$ cat src/rtl/lcd_pkg.sv
// lcd_pkg: shared definitions for the LCD scan-out block.
// PPU mode codes, the rgb8_t colour bundle and the constant palettes.
package lcd_pkg;

   localparam logic [1:0] MODE_HBLANK = 2'b00;
   localparam logic [1:0] MODE_VBLANK = 2'b01;
   localparam logic [1:0] MODE_OAM    = 2'b10;
   localparam logic [1:0] MODE_VRAM   = 2'b11;

   typedef struct packed {
      logic [7:0] r;
      logic [7:0] g;
      logic [7:0] b;
   } rgb8_t;

   // Entry 0 is the lightest shade, entry 3 the darkest.
   localparam rgb8_t [3:0] PAL_GRAY = {
      24'h000000,
      24'h555555,
      24'hAAAAAA,
      24'hFFFFFF
   };

   localparam rgb8_t [3:0] PAL_GREEN = {
      24'h0F380F,
      24'h306230,
      24'h8BAC0F,
      24'h9BBC0F
   };

   function automatic rgb8_t pal_lookup(
      input logic [1:0] code,
      input logic       tint
   );
      return tint ? PAL_GREEN[code]
                  : PAL_GRAY[code];
   endfunction

endpackage

$ cat src/rtl/lcd_line_ram.sv
// lcd_line_ram: simple dual-port line store, one write and one
// registered read port (clk; we/waddr/wdata in; raddr in, rdata out).
module lcd_line_ram #(
   parameter int DW    = 2,
   parameter int DEPTH = 320,
   parameter int AW    = 9
) (
   input  logic          clk,
   input  logic          we,
   input  logic [AW-1:0] waddr,
   input  logic [DW-1:0] wdata,
   input  logic [AW-1:0] raddr,
   output logic [DW-1:0] rdata
);

   logic [DW-1:0] mem [DEPTH];

   always_ff @(posedge clk) begin
      if (we)
         mem[waddr] <= wdata;
      rdata <= mem[raddr];
   end

endmodule

$ cat src/rtl/lcd_scan.sv
// lcd_scan: captures the PPU pixel stream into an NBUF-line ring and
// replays it as a VGA-style raster with REP-fold vertical replication.
// Ports: clk, reset_n (async low); clkena/data/mode from the PPU;
// tint, pclk, on controls; hs, vs, r, g, b, active registered outputs.
// Build option: LCD_PALETTE_EN selects the constant gray/green palette.
module lcd_scan
   import lcd_pkg::*;
#(
   parameter int PW   = 2,
   parameter int H    = 160,
   parameter int HFP  = 24,
   parameter int HS   = 20,
   parameter int HBP  = 24,
   parameter int V_IN = 144,
   parameter int REP  = 4,
   parameter int VFP  = 2,
   parameter int VS   = 2,
   parameter int VBP  = 36,
   parameter int NBUF = 2,
   parameter int VOFS = 4,
   parameter int CW   = 8
) (
   input  logic          clk,
   input  logic          reset_n,
   input  logic          clkena,
   input  logic [PW-1:0] data,
   input  logic [1:0]    mode,
   input  logic          tint,
   input  logic          pclk,
   input  logic          on,
   output logic          hs,
   output logic          vs,
   output logic [CW-1:0] r,
   output logic [CW-1:0] g,
   output logic [CW-1:0] b,
   output logic          active
);

   localparam int HT    = H + HFP + HS + HBP;
   localparam int V     = V_IN * REP;
   localparam int VT    = V + VFP + VS + VBP;
   localparam int DEPTH = NBUF * H;
   localparam int AW    = $clog2(DEPTH);
   localparam int BW    = $clog2(NBUF);
   localparam int PTW   = $clog2(H + 1);
   localparam int HW    = $clog2(HT);
   localparam int VW    = $clog2(VT);
   localparam int RW    = (REP > 1) ? $clog2(REP) : 1;

   logic [1:0]     mode_r;
   logic [1:0]     smode;
   logic [1:0]     lmode;
   logic           pclk_r;
   logic           pclk_rr;
   logic           strobe;
   logic [BW-1:0]  wbuf;
   logic [BW-1:0]  rbuf;
   logic [PTW-1:0] wptr;
   logic [PTW-1:0] rptr;
   logic [HW-1:0]  h_cnt;
   logic [VW-1:0]  v_cnt;
   logic [VW-1:0]  v_nxt;
   logic [RW-1:0]  rep_cnt;
   logic [PW-1:0]  q;
   logic [PW-1:0]  pix;
   logic [1:0]     code;
   rgb8_t          col;
   logic           line_edge;
   logic           we;
   logic           h_wrap;
   logic           h_sync;
   logic           v_exit;
   logic           rep_wrap;
   logic           visible;

   function automatic logic [AW-1:0] addr_of(
      input logic [BW-1:0]  bsel,
      input logic [PTW-1:0] ptr
   );
      return AW'(int'(bsel) * H + int'(ptr));
   endfunction

   // Stretch or trim an 8-bit level to CW bits, MSB first.
   function automatic logic [CW-1:0] fit(
      input logic [7:0] v
   );
      logic [CW-1:0] f;
      for (int i = 0; i < CW; i++)
         f[CW-1-i] = v[7 - (i % 8)];
      return f;
   endfunction

   // Line start is the first clk where the raw mode leaves hblank.
   assign line_edge = (mode_r == MODE_HBLANK) &&
                      (mode != MODE_HBLANK);
   assign we = clkena && !line_edge &&
               (wptr != PTW'(H));
   assign strobe = pclk_r && !pclk_rr;

   always_ff @(posedge clk or negedge reset_n) begin
      if (!reset_n) begin
         mode_r  <= MODE_HBLANK;
         pclk_r  <= 1'b0;
         pclk_rr <= 1'b0;
         wbuf    <= '0;
         wptr    <= '0;
      end else begin
         mode_r  <= mode;
         pclk_r  <= pclk;
         pclk_rr <= pclk_r;
         if (line_edge) begin
            wptr <= '0;
            wbuf <= wbuf + BW'(1);
         end else if (we) begin
            wptr <= wptr + PTW'(1);
         end
      end
   end

   lcd_line_ram #(
      .DW    (PW),
      .DEPTH (DEPTH),
      .AW    (AW)
   ) u_ram (
      .clk   (clk),
      .we    (we),
      .waddr (addr_of(wbuf, wptr)),
      .wdata (data),
      .raddr (addr_of(rbuf, rptr)),
      .rdata (q)
   );

   always_comb begin
      h_wrap   = (h_cnt == HW'(HT - 1));
      h_sync   = (mode_r == MODE_OAM) &&
                 (smode == MODE_HBLANK);
      v_exit   = (lmode == MODE_VBLANK) &&
                 (mode_r != MODE_VBLANK);
      rep_wrap = (rep_cnt == RW'(REP - 1));
      visible  = (v_cnt < VW'(V)) &&
                 (h_cnt < HW'(H));
      pix      = visible ? q : '0;
      if (v_exit)
         v_nxt = VW'(VT - VOFS);
      else if (v_cnt == VW'(VT - 1))
         v_nxt = '0;
      else
         v_nxt = v_cnt + VW'(1);
   end

   always_comb begin
      code = on ? pix[PW-1 -: 2] : 2'b00;
`ifdef LCD_PALETTE_EN
      col = pal_lookup(code, tint);
`else
      col = '{r: {4{~code}},
              g: {4{~code}},
              b: {4{~code}}};
`endif
   end

`ifndef LCD_PALETTE_EN
   logic unused_tint;
   assign unused_tint = tint;
`endif

   logic unused_pix;
   assign unused_pix = ^pix;

   always_ff @(posedge clk or negedge reset_n) begin
      if (!reset_n) begin
         smode   <= MODE_HBLANK;
         lmode   <= MODE_HBLANK;
         h_cnt   <= '0;
         v_cnt   <= '0;
         rep_cnt <= '0;
         rbuf    <= BW'(NBUF - 1);
         rptr    <= '0;
         hs      <= 1'b1;
         vs      <= 1'b0;
         r       <= '0;
         g       <= '0;
         b       <= '0;
         active  <= 1'b0;
      end else if (strobe) begin
         smode <= mode_r;
         if (h_sync || h_wrap)
            h_cnt <= '0;
         else
            h_cnt <= h_cnt + HW'(1);

         if (h_cnt == HW'(H + HFP))
            hs <= 1'b0;
         else if (h_cnt == HW'(H + HFP + HS))
            hs <= 1'b1;

         if (h_wrap) begin
            lmode <= mode_r;
            v_cnt <= v_nxt;
            // vs follows the line being entered.
            if (v_nxt == VW'(V + VFP))
               vs <= 1'b1;
            else if (v_nxt == VW'(V + VFP + VS))
               vs <= 1'b0;
            if (v_exit) begin
               rep_cnt <= '0;
               rbuf    <= wbuf - BW'(1);
            end else if (rep_wrap) begin
               rep_cnt <= '0;
               rbuf    <= wbuf - BW'(1);
            end else begin
               rep_cnt <= rep_cnt + RW'(1);
            end
         end

         // RAM output is already valid for rptr; it advances per pixel.
         if (visible && !h_sync)
            rptr <= rptr + PTW'(1);
         else
            rptr <= '0;

         r      <= fit(col.r);
         g      <= fit(col.g);
         b      <= fit(col.b);
         active <= visible;
      end
   end

endmodule

$ cat config.mk
export PLATFORM = sky130hd
export DESIGN_NAME = lcd_scan
export DESIGN_NICKNAME = d
export VERILOG_FILES = /design/src/rtl/lcd_pkg.sv /design/src/rtl/lcd_line_ram.sv /design/src/rtl/lcd_scan.sv
export SDC_FILE = /design/constraint.sdc
export NUM_CORES = 1
export LEC_CHECK = 0
export ABC_CLOCK_PERIOD_IN_PS = 5360
export CAP_MARGIN = 10
export CORE_MARGIN = 2
export CORE_UTILIZATION = 50
export CTS_BUF_LIST = sky130_fd_sc_hd__clkbuf_8
export DETAILED_ROUTE_END_ITERATION = 6
export GPL_TIMING_DRIVEN = 0
export PLACE_DENSITY_LB_ADDON = 0.1
export SLEW_MARGIN = 30
export SYNTH_ARGS = -nofsm -noshare
export SYNTH_HDL_FRONTEND = slang
export SYNTH_HIERARCHICAL = 1
export SYNTH_SLANG_ARGS = --single-unit
$ cat constraint.sdc
create_clock -name clk -period 5.36 [get_ports clk]
set_input_delay 1.072 -clock clk [delete_from_list [all_inputs] [get_ports clk]]
set_output_delay 1.072 -clock clk [all_outputs]
set_load 0.01 [all_outputs]
; ---- Word level (Yosys, flattened, before mapping)
; Memory sizes are Yosys's and may differ from the RTL's. A register that Yosys moved wholly into a read port is not among the register bits.
; Cells that the tools add are included.
[totals]
reg_bits = 57
wordCells = 83
mem_count = 1
ramBits = 640
input_bits = 10
[memory_table]
columns = name, depth, width, read_ports, rd_ports_with_merged_regs, write_ports, line
row1 = u_ram.mem, 320, 2, 1, 1, 1, lcd_line_ram.sv:16  ; logic [DW-1:0] mem [DEPTH];
[op_classes]
order_cmp = 2
n_eq_ne = 11
bitwise = 1
add_sub_neg = 9
n_mul = 2
mux = 18
n_reduce_logical = 23
[ops]
columns = cell, count
row1 = $mux W8, 4
row2 = $eq A10 B10 Y1 const B, 3
row3 = $add A8 B1 Y8 const B, 3
row4 = $eq A8 B8 Y1 const B, 3
row5 = $mux W10, 2
row6 = $add A9 B8 Y9, 2
row7 = $add A10 B1 Y10 const B, 1
row8 = $lt A10 B10 Y1 const B, 1
row9 = $reduce_bool A2 Y1, 5
row10 = $logic_and A1 B1 Y1, 8
row11 = $lt A8 B8 Y1 const B, 1
row12 = $mul A1 B3 Y4 const B, 2
row13 = $mux W1, 8
row14 = $mux W2, 4
row15 = $ne A8 B8 Y1 const B, 1
row16 = $reduce_and A3 Y1, 2
row17 = $eq A2 B2 Y1 const B, 2
row18 = $logic_not A2 Y1, 2
row19 = $reduce_and A2 Y1, 2
row20 = $logic_not A1 Y1, 3
row21 = $add A2 B1 Y2 const B, 1
row22 = $eq A2 B1 Y1 const B, 1
row23 = $ne A2 B1 Y1 const B, 1
row24 = $not A2 Y2, 1
row25 = other kinds (3), 3

; ---- Longest topological paths before layout
; Gate-level depths: netlist of the first run.
[depth]
ltp_word = 7
mapped_depth = 12

; ---- Modules after synthesis
; Netlist of the first run, hierarchy kept.
[modules_own_cells]
columns = mod, seq_area_each_um2, cells_each, n_inst, area_each_um2
row1 = lcd_line_ram, 19258.5, 1556, 1, 26392.8
row2 = lcd_scan, 1278.7, 321, 1, 2962.8

; ---- Worst setup path after synthesis of the first run
; No wires, ideal clock.
[synth_timing]
path_type = input-to-reg
start = in mode[1]
end = mem u_ram.mem[111][0] (enable)
stages = 7
path_slack_ns = 2.527
arrival_ns = 2.573
cell_sequence = nor2_1 -> nor3_1 -> nor2_1 -> and3_1 -> nand3_1 -> clkbuf_1 -> nor2_1
[synth_via]
elab_chain_len = 7
[synth_lines]
columns = item, line
row1 = from (decl), lcd_scan.sv:27  ; input logic [1:0] mode,
row2 = $reduce_bool A2 Y1, lcd_scan.sv:95  ; (mode != MODE_HBLANK);
row3 = $logic_and A1 B1 Y1, lcd_scan.sv:94  ; assign line_edge = (mode_r == MODE_HBLANK) &&
row4 = $logic_not A1 Y1, lcd_scan.sv:96  ; assign we = clkena && !line_edge &&
row5 = $logic_and A1 B1 Y1 (2 in a row), lcd_scan.sv:96
row6 = net we, lcd_scan.sv:69  ; logic we;
row7 = $mux W1, lcd_line_ram.sv:19  ; if (we)
row8 = $mux W1 (not written as such), lcd_line_ram.sv:20  ; mem[waddr] <= wdata;
row9 = to (decl), lcd_line_ram.sv:16
; The timed path passes the listed nets, and every way through them passes these cells.

; ---- Worst setup path after layout of the first run
[layout_timing]
start = reg rptr[1]
end = reg u_ram.rdata[0], read port of u_ram.mem
[layout_via]
elab_chain_len = 1
[layout_lines]
columns = item, line
row1 = from (decl), lcd_scan.sv:59  ; logic [PTW-1:0] rptr;
row2 = from (signal assigned), lcd_scan.sv:218  ; rptr <= rptr + PTW'(1);
row3 = $add A9 B8 Y9, lcd_scan.sv:80  ; return AW'(int'(bsel) * H + int'(ptr));
row4 = to (decl), lcd_line_ram.sv:13  ; output logic [DW-1:0] rdata
; Every way passes these cells.
; A chain may end at the register's enable or synchronous reset.

==> results.tsv, run 1 <==
metric	value	unit
setup_tns	0	ns
netlist_area	29400	sq um
n_antenna_cell	0	
setup_ws	1.23	ns
hold_buffers	0	
yosys.area_share.simple	0.0908	
ir_drop	0.211	mV
yosysWarnings	6	
setup_viol_count_final	0	
cp-endpoint	u_ram/rdata[0]	
clock_latency	0.75	ns
row_count	88	
nets	2056	
drt-pass1-iter-count	5	
crit_family	buffers and inverters	
p_comb_frac	0.216	
p_clk_frac	0.318	
cts_max_level	3	
grtUsageTotal	0.259	
critPathLaunch	rptr[1]	
synth_area_per_cell	15.6	sq um
r2r_slack	1.23	ns
crit_path_max_incr_delay	0.75	ns
finalClockSkew	0.0355	ns
worstPathArrival	4.68	ns
slew_viol_final	0	
critPathCaptureType	register	
die_area	60700	sq um
seqPwrFrac	0.466	
ctsResizeCount	0	
die_x	246	um
power.leakage	10.7	nW
setup.worst_path.class	reg -> reg	
clockBufferDepth	3	
synth_xor_area_frac	0.00507	
rr_worst_depth	10	
routed_via_density	5.98	
synthMuxAreaShare	0.136	
start_util	0.507	
yosys.area.top_type	edfxtp_1	
drv_cap	0	
async_flop_share	0.0736	
dr_total_vias	17263	
r2r_end	u_ram/rdata[0]	
max-slew-margin-rel	0.292	
path_cells	buf_2 -> buf_2 -> clkbuf_1 -> mux4_2 -> mux2i_1 -> nor3_1 -> nor4_1 -> o21ai_0 -> nand3_1 -> nand3_1	
place_ws	1.21	ns
cts_tree	done	
drt-total-wl	76900	um
drtIter0Drc	1866	
power	13.1	mW
grt_pass1_wl	113000	um
avgRoutedWirePerCell	26.6	um
grt_overflow	0	
num-fill-cells	4724	
p_int	9.15	mW
cts_made_buffers	112	
cp.depth	10	
worstMarginPinSlew	1.06	ns
synth_edf_count	640	
layout_common_cells	640 x edfxtp_1, 363 x nor2_1, 116 x mux4_2	
final_common_cell	edfxtp_1	
drive_gt1_frac	0.168	
drc_errors	0	
cts_root_buffer	clkbuf_8	
rsz0062_at_grt	no	
cp_max_fo	10	
synth_top_family_by_area	multiplexers	
synth_compound_area_frac	0.0338	
path_clk_slew	0.06	ns
report.final.hold_viol_count	0	
reg2reg_from	rptr[1]	
powerDensity	397	nW/um^2
required	5.92	ns
numClockSinks	693	
synthFlopType	edfxtp_1	
antenna_found_initial	0	
fin_area	32900	sq um
synth_cells	1877	
grt_max_degree	120	
max_freq	242	MHz
place_congestion	0.866	
ys_ff_latch	693	
cts.repair_timing.setup_buffer_count	0	
cp_num_buf_inv	3	
outcome	finished clean	
power_switching	3.92	mW
core_area	57900	sq um
synth_cell_types	70	
hpwl	49600	um
fin_crit_sh	0.770	
synth_nets	1900	
synthAdderAreaFrac	0.00554	
start_kind	register	
yosys-top-cells-area	edfxtp_1 65%, mux4_2 8.9%, nor2_1 4.6%	
slowest_stage	clkbuf_1	
synth_top_area_frac	0.655	
yosysSeqAreaShare	0.700	
io_pins	37	
die_h	246	um
syn2layout_area_growth	12.0	%
grt_pass1_vias	17541	
period_minus_slack	4.13	ns
hold_class	in -> async	
swShare	0.300	
port_buffers	35	
postPlaceCellArea	30900	sq um
ant_nets	0	
state kept, by name, indices dropped and copies added (netlist names):
signal       cells
pclk_r           1
wptr             8
hs               1
wbuf             1
smode            2
lmode            2
v_cnt           10
mode_r           2
rbuf             1
u_ram/mem      640
active           1
vs               1
rep_cnt          2
pclk_rr          1
rptr             8
u_ram/rdata      2
b                2
h_cnt            8
layer usage:
metal / part of all wire / vias up / global-route usage / wire [um]
met1: 0.42 / 8870 / 0.369 / 32600
met5: 0 / - / 0 / 0
met3: 0.078 / 150 / 0.0489 / 5970
li1: - / 7501 / - / -
met4: 0.033 / 0 / 0.0999 / 2570
met2: 0.46 / 742 / 0.400 / 35800
power groups by stage:
stage / sequential (mW) / combinational [mW] / clock, mW
floorplan: 6.16 / 1.71 / 0
global placement: 6.27 / 2.77 / 0
detailed placement: 6.20 / 2.80 / 0
CTS: 6.09 / 2.81 / 4.24
global route: 6.10 / 2.95 / 4.48
finish: 6.09 / 2.82 / 4.15
logic make-up after synthesis:
kind of cell | after synthesis
AOI/OAI and AO/OA | 150
DFF | 693
muxes | 241
xor gates and xnor gates | 17
and+or+nand+nor | 608
adders and majority gates | 13
buffers and inverters | 155
worst min-delay path by stage:
stage,startpoint,end,slack [ns]
2_1_floorplan,pclk_r,pclk_rr,0.37
3_3_place_gp,pclk_r,pclk_rr,0.38
3_5_place_dp,pclk_r,pclk_rr,0.39
4_1_cts,reset_n,vs,0.11
5_1_grt,reset_n,vs,0.14
6_report,reset_n,vs,0.16
metrics by stage:
stage	std cells	hold WS, ns	utilization
finish	2888	0.162	0.568
global route	2888	0.135	0.568
detailed placement	2683	0.389	0.533
CTS	2887	0.106	0.568
global placement	2677	0.383	0.529
floorplan	1877	0.368	-
worst reg2reg max path: stages (launching register included):
cell      delay, ns
dfrtp_1        0.51
buf_2          0.39
buf_2          0.41
clkbuf_1       0.76
mux4_2         0.44
mux2i_1        0.21
nor3_1         0.07
nor4_1         0.48
o21ai_0        0.23
nand3_1        0.28
nand3_1        0.18
final cells by class:
cell class	instances	area [sq um]	area share
flip-flops and latches	693	20500	0.624
repair buffers	42	534	0.0162
multi-input cells	1029	7970	0.242
inverters	10	37.5	0.00114
plain buffers	145	838	0.0255
clock buffers	113	1560	0.0473
clock inverters	91	464	0.0141
well taps	765	957	0.0291
synth_stat cells (all sizes together) (5+ instances only):
cell     instances
edfxtp         640
nor2           363
mux4           123
mux2i          110
nand2           99
clkbuf          81
buf             64
nand3           52
dfrtp           49
a22oi           33
o21ai           33
a21oi           28
nor2b           17
ha              13
and3            11
o22ai           11
inv             10
nor3            10
xor2            10
o31ai            9
mux2             8
nand2b           8
nand4            8
xnor2            7
a2111oi          6
nor4             6
a221oi           5
nand3b           5
or3              5
(Power assumes the default switching activity.)
==> run 2: changes to the inputs <==
--- a/config.mk
+++ b/config.mk
@@ -5,7 +5,7 @@
 export SDC_FILE = /design/constraint.sdc
 export NUM_CORES = 1
 export LEC_CHECK = 0
-export ABC_CLOCK_PERIOD_IN_PS = 5360
+export ABC_CLOCK_PERIOD_IN_PS = 4150
 export CAP_MARGIN = 10
 export CORE_MARGIN = 2
 export CORE_UTILIZATION = 50
==> constraint.sdc (replaced) <==
create_clock -name clk -period 4.15 [get_ports clk]
set_input_delay 0.83 -clock clk [delete_from_list [all_inputs] [get_ports clk]]
set_output_delay 0.83 -clock clk [all_outputs]
set_load 0.01 [all_outputs]
==> results.tsv, run 2 (same netlist as run 1, synthesis figures left out) <==
metric	value	unit	change
outcome	finished, violations left		
violations	design-rule violations		
report.final.hold_viol_count	0		unchanged
power	16.9	mW	+29%
cp_max_fo	10		unchanged
die_area	60700	sq um	unchanged
start_util	0.507		unchanged
dr_wl_met3	6120	um	+2.5%
final_common_cell	edfxtp_1		
cts_made_buffers	112		unchanged
max_freq	251	MHz	+3.4%
place_congestion	0.866		unchanged
worstMarginPinSlew	1.05	ns	-0.00832 ns
grt_max_degree	120		unchanged
port_buffers	35		unchanged
die_h	246	um	unchanged
power.leakage	10.8	nW	about the same
path_clk_slew	0.06	ns	about the same
nets	2057		+0.049%
routed_via_density	5.97		about the same
antenna_found_initial	0		unchanged
setup.worst_path.class	reg -> reg		
n_antenna_cell	0		unchanged
grt_pass1_wl	113000	um	about the same
cts_max_level	3		unchanged
drt-total-wl	77000	um	about the same
start_kind	register		
grtUsageTotal	0.259		about the same
m1WireLength	32700	um	about the same
syn2layout_area_growth	12.1	%	about the same
period_minus_slack	3.99	ns	-0.135 ns
max-slew-margin-rel	0.297		+0.00555
hold_class	reg -> reg		
highest_layer	met4		
critPathCaptureType	register		
reg_top3	u_ram/mem x640, v_cnt x10		
layout_common_cells	640 x edfxtp_1, 363 x nor2_1, 116 x mux4_2		
clockBufferDepth	3		unchanged
drtIter0Drc	1845		-1.1%
r2r_slack	0.16	ns	-1.08 ns
worstPathArrival	4.55	ns	-0.13 ns
io_pins	37		unchanged
numClockSinks	693		unchanged
powerDensity	513	nW/um^2	+29%
slew_viol_final	0		unchanged
finalClockSkew	0.0334	ns	-0.00211 ns
whs	0.393	ns	+0.231 ns
largest_register	u_ram/mem		
clock_latency	0.74	ns	about the same
avgRoutedWirePerCell	26.6	um	about the same
row_count	88		unchanged
ant_nets	0		unchanged
required	4.71	ns	-1.21 ns
dr_total_vias	17257		-0.035%
setup_viol_count_final	0		unchanged
drc_errors	11		+11
dr_wl_met2	35600	um	-0.36%
grt_overflow	0		unchanged
drt-pass1-iter-count	7		+2
grt_pass1_vias	17546		+0.029%
rsz0062_at_grt	no		
largest_reg_flops	640		unchanged
cts_tree	done		
die_x	246	um	unchanged
fin_crit_sh	0.962		+0.192
drv_cap	0		unchanged
drive_gt1_frac	0.169		+0.000392
setup_tns	0	ns	unchanged
ir_drop	0.273	mV	+29%
hpwl	49600	um	unchanged
core_area	57900	sq um	unchanged
cts_root_buffer	clkbuf_8		
run 2: cell count changes in the layout (fill, tap and decap cells not counted), sizes merged:
cell,delta
dlygate4sd3,+1
run 2: path summary, 6_finish.rpt:
path,startpoint,end,depth (start not counted)
max in group asynchronous,reset_n,rbuf,3
min,pclk_r,pclk_rr,0
min reg2reg,pclk_r,pclk_rr,0
max,rptr[2],u_ram/rdata[0],9
max reg2reg,rptr[2],u_ram/rdata[0],9
min in group asynchronous,reset_n,vs,2
run 2: power breakdown:
group / switching [mW] / internal, mW
Combinational: 2.22 / 1.42
Sequential: 0.143 / 7.73
Clock: 2.69 / 2.67
run 2: critical path, stage by stage, from the launching register on:
cell and delay (ns):
dfrtp_1 0.52, buf_2 0.42, buf_1 0.79, clkbuf_1 0.57, mux2i_1 0.25, nor2_1 0.06
nor4_1 0.53, o21ai_0 0.22, nand3_1 0.28, nand3_1 0.18
run 2: per-stage QoR:
stage                     worst slack [ns]  area [sq um]   util  std cells
final                                0.160         32900  0.568       2889
after global routing                 0.117         32900  0.568       2889
after CTS                           0.0844         32900  0.568       2888
after detailed placement            0.0955         30900  0.533       2683
after global placement               -6.70         30700  0.529       2677
after floorplan                       1.51         29400      -       1877
run 2: per-layer routing:
layer  up-vias  GRT usage
met2       744      0.400
met3       147     0.0489
met4         0     0.0999
met5         -          0
met1      8866      0.369
li1       7500          -
run 2: cell type report:
| class | count | area, sq um |
|---|---|---|
| fillers | 4725 | 25000 |
| flip-flops and latches | 693 | 20500 |
| multi-input cells | 1029 | 7970 |
| clock buffers | 113 | 1560 |
| well taps | 765 | 957 |
| plain buffers | 145 | 840 |
| repair buffers | 43 | 544 |
| clock inverters | 91 | 464 |
| inverters | 10 | 37.5 |
run 2: timing repair:
item                                    CTS  global route
endpoints found under the setup margin    0             1
endpoints found under the hold margin     5             0
setup buffers                             0             0
gates resized for setup                   0             3
hold buffers                              1             0
==> run 3: changes to the inputs <==
--- a/config.mk
+++ b/config.mk
@@ -5,10 +5,10 @@
 export SDC_FILE = /design/constraint.sdc
 export NUM_CORES = 1
 export LEC_CHECK = 0
-export ABC_CLOCK_PERIOD_IN_PS = 4150
+export ABC_CLOCK_PERIOD_IN_PS = 4700
 export CAP_MARGIN = 10
 export CORE_MARGIN = 2
-export CORE_UTILIZATION = 50
+export CORE_UTILIZATION = 65
 export CTS_BUF_LIST = sky130_fd_sc_hd__clkbuf_8
 export DETAILED_ROUTE_END_ITERATION = 6
 export GPL_TIMING_DRIVEN = 0
==> constraint.sdc (replaced) <==
create_clock -name clk -period 4.7 [get_ports clk]
set_input_delay 0.94 -clock clk [delete_from_list [all_inputs] [get_ports clk]]
set_output_delay 0.94 -clock clk [all_outputs]
set_load 0.01 [all_outputs]
==> results.tsv, run 3 (same netlist as run 1, synthesis figures left out) <==
metric	value	unit	change
outcome	finished, violations left		
violations	design-rule violations		
setup.worst_path.class	reg -> reg		
drt-total-wl	73700	um	-4.2%
drt-pass1-iter-count	7		unchanged
hold_buffers	0		-1
core_area	44400	sq um	-23%
use_met2	0.500		+0.0997
syn2layout_area_growth	11.2	%	
start_kind	register		
slowest_stage	dfrtp_1		
ctsResizeCount	0		unchanged
largest_reg_flops	640		unchanged
fin_crit_sh	0.882		-0.0791
drc_errors	6		-5
grt_pass1_vias	17691		+0.83%
io_pins	37		unchanged
cts_made_buffers	108		-3.6%
crit_family	buffers and inverters		
worstMarginPinSlew	1.11	ns	+0.0522 ns
ant_nets	0		unchanged
report.final.hold_viol_count	0		unchanged
dr_total_vias	17578		+1.9%
finalClockSkew	0.0260	ns	-0.00736 ns
cts_max_level	3		unchanged
grtUsageTotal	0.321		+0.0618
layout_common_cells	640 x edfxtp_1, 363 x nor2_1, 116 x clkbuf_8, 116 x mux4_2, 110 x mux2i_1		
grt_max_degree	131		+9.2%
cts_tree	done		
worstPathArrival	4.68	ns	+0.13 ns
max-slew-margin-rel	0.263		-0.0348
whs	0.223	ns	-0.170 ns
slew_viol_final	0		unchanged
cts.repair_timing.setup_buffer_count	0		unchanged
num-fill-cells	2837		-40%
ir_drop	0.322	mV	+18%
setup_ws	0.552	ns	+0.393 ns
start_util	0.661		+0.154
die_x	217	um	-12%
fin_area	32600	sq um	-0.82%
grt_pass1_wl	109000	um	-3.9%
met3_usage	0.0662		+0.0173
largest_register	u_ram/mem		
path_cells	buf_2 -> buf_2 -> buf_2 -> mux4_2 -> a22oi_1 -> nand2_1 -> a2111oi_0 -> o41ai_1 -> nand3_1 -> nand3_1		
rsz0062_at_grt	no		
path_clk_slew	0.06	ns	about the same
n_antenna_cell	0		unchanged
reg_top3	u_ram/mem x640, v_cnt x10		
grt_use_met1	0.451		+0.0826
busiest_layer	met2		
reg2reg_from	rptr[1]		
grt_overflow	0		unchanged
setup_viol_count_final	0		unchanged
powerDensity	457	nW/um^2	-11%
place_congestion	0.921		+6.3%
hold_class	in -> async		
clockBufferDepth	3		unchanged
die_area	46900	sq um	-23%
max_freq	241	MHz	-3.8%
required	5.23	ns	+0.52 ns
power.leakage	10.7	nW	-0.63%
r2r_end	u_ram/rdata[0]		
row_count	77		-13%
cp_num_buf_inv	3		unchanged
cts_root_buffer	clkbuf_8		
final_common_cell	edfxtp_1		
drtIter0Drc	2483		+35%
hpwl	47300	um	-4.7%
crit_top_cell	buf_2		
postPlaceCellArea	30600	sq um	-0.81%
numClockSinks	693		unchanged
crit_path_max_incr_delay	0.62	ns	-0.17 ns
nets	2050		-0.34%
cp_max_fo	10		unchanged
critPathCaptureType	register		
antenna_found_initial	0		unchanged
r2r_slack	0.55	ns	+0.39 ns
clock_latency	0.71	ns	-0.03 ns
drv_cap	0		unchanged
routed_via_density	6.51		+8.9%
die_h	217	um	-12%
drive_gt1_frac	0.170		+0.00159
port_buffers	35		unchanged
period_minus_slack	4.15	ns	+0.157 ns
rr_worst_depth	10		+1
place_ws	0.724	ns	+0.628 ns
avgRoutedWirePerCell	27.3	um	+2.4%
run 3: per-stage QoR:
stage               setup TNS, ns  cells  utilization  power (mW)
floorplan                       0   1877            -        8.98
global placement         -3609.09   2504        0.686        10.2
detailed placement              0   2509        0.689        10.2
CTS                             0   2702        0.735        14.9
global route                    0   2702        0.735        15.3
finish                          0   2702        0.735        14.9
run 3: cell type report:
type,instances,area [sq um],area share
sequential,693,20500,0.629
inverter,10,37.5,0.00115
clock inverter,77,427,0.0131
buffer,145,838,0.0257
clock buffer,116,1600,0.0489
tap,592,741,0.0227
multi-input combinational,1029,7960,0.244
timing repair buffer,40,495,0.0152
run 3: routing by layer:
layer / part of all wire / vias to the layer above
met2: 0.47 / 1065
met4: 0.037 / 0
met3: 0.11 / 178
met5: 0 / -
met1: 0.38 / 8866
li1: - / 7469
run 3: how the worst max path moves through the flow:
stage                  from                end  slack [ns]  cells past startpoint
floorplan           mode[1]  u_ram/mem[111][0]        2.00                      7
global placement    data[0]   u_ram/mem[57][0]       -5.71                      1
detailed placement  rptr[1]     u_ram/rdata[1]        0.72                     10
CTS                 rptr[1]     u_ram/rdata[1]        0.68                     10
global route        rptr[1]     u_ram/rdata[0]        0.57                     10
finish              rptr[1]     u_ram/rdata[0]        0.55                     10
run 3: report_power, final:
group          switching [mW]  internal [mW]  total, mW
clock network            2.26           2.48       4.75
logic                    1.97           1.25       3.22
registers               0.135           6.82       6.96
total                    4.37           10.6       14.9
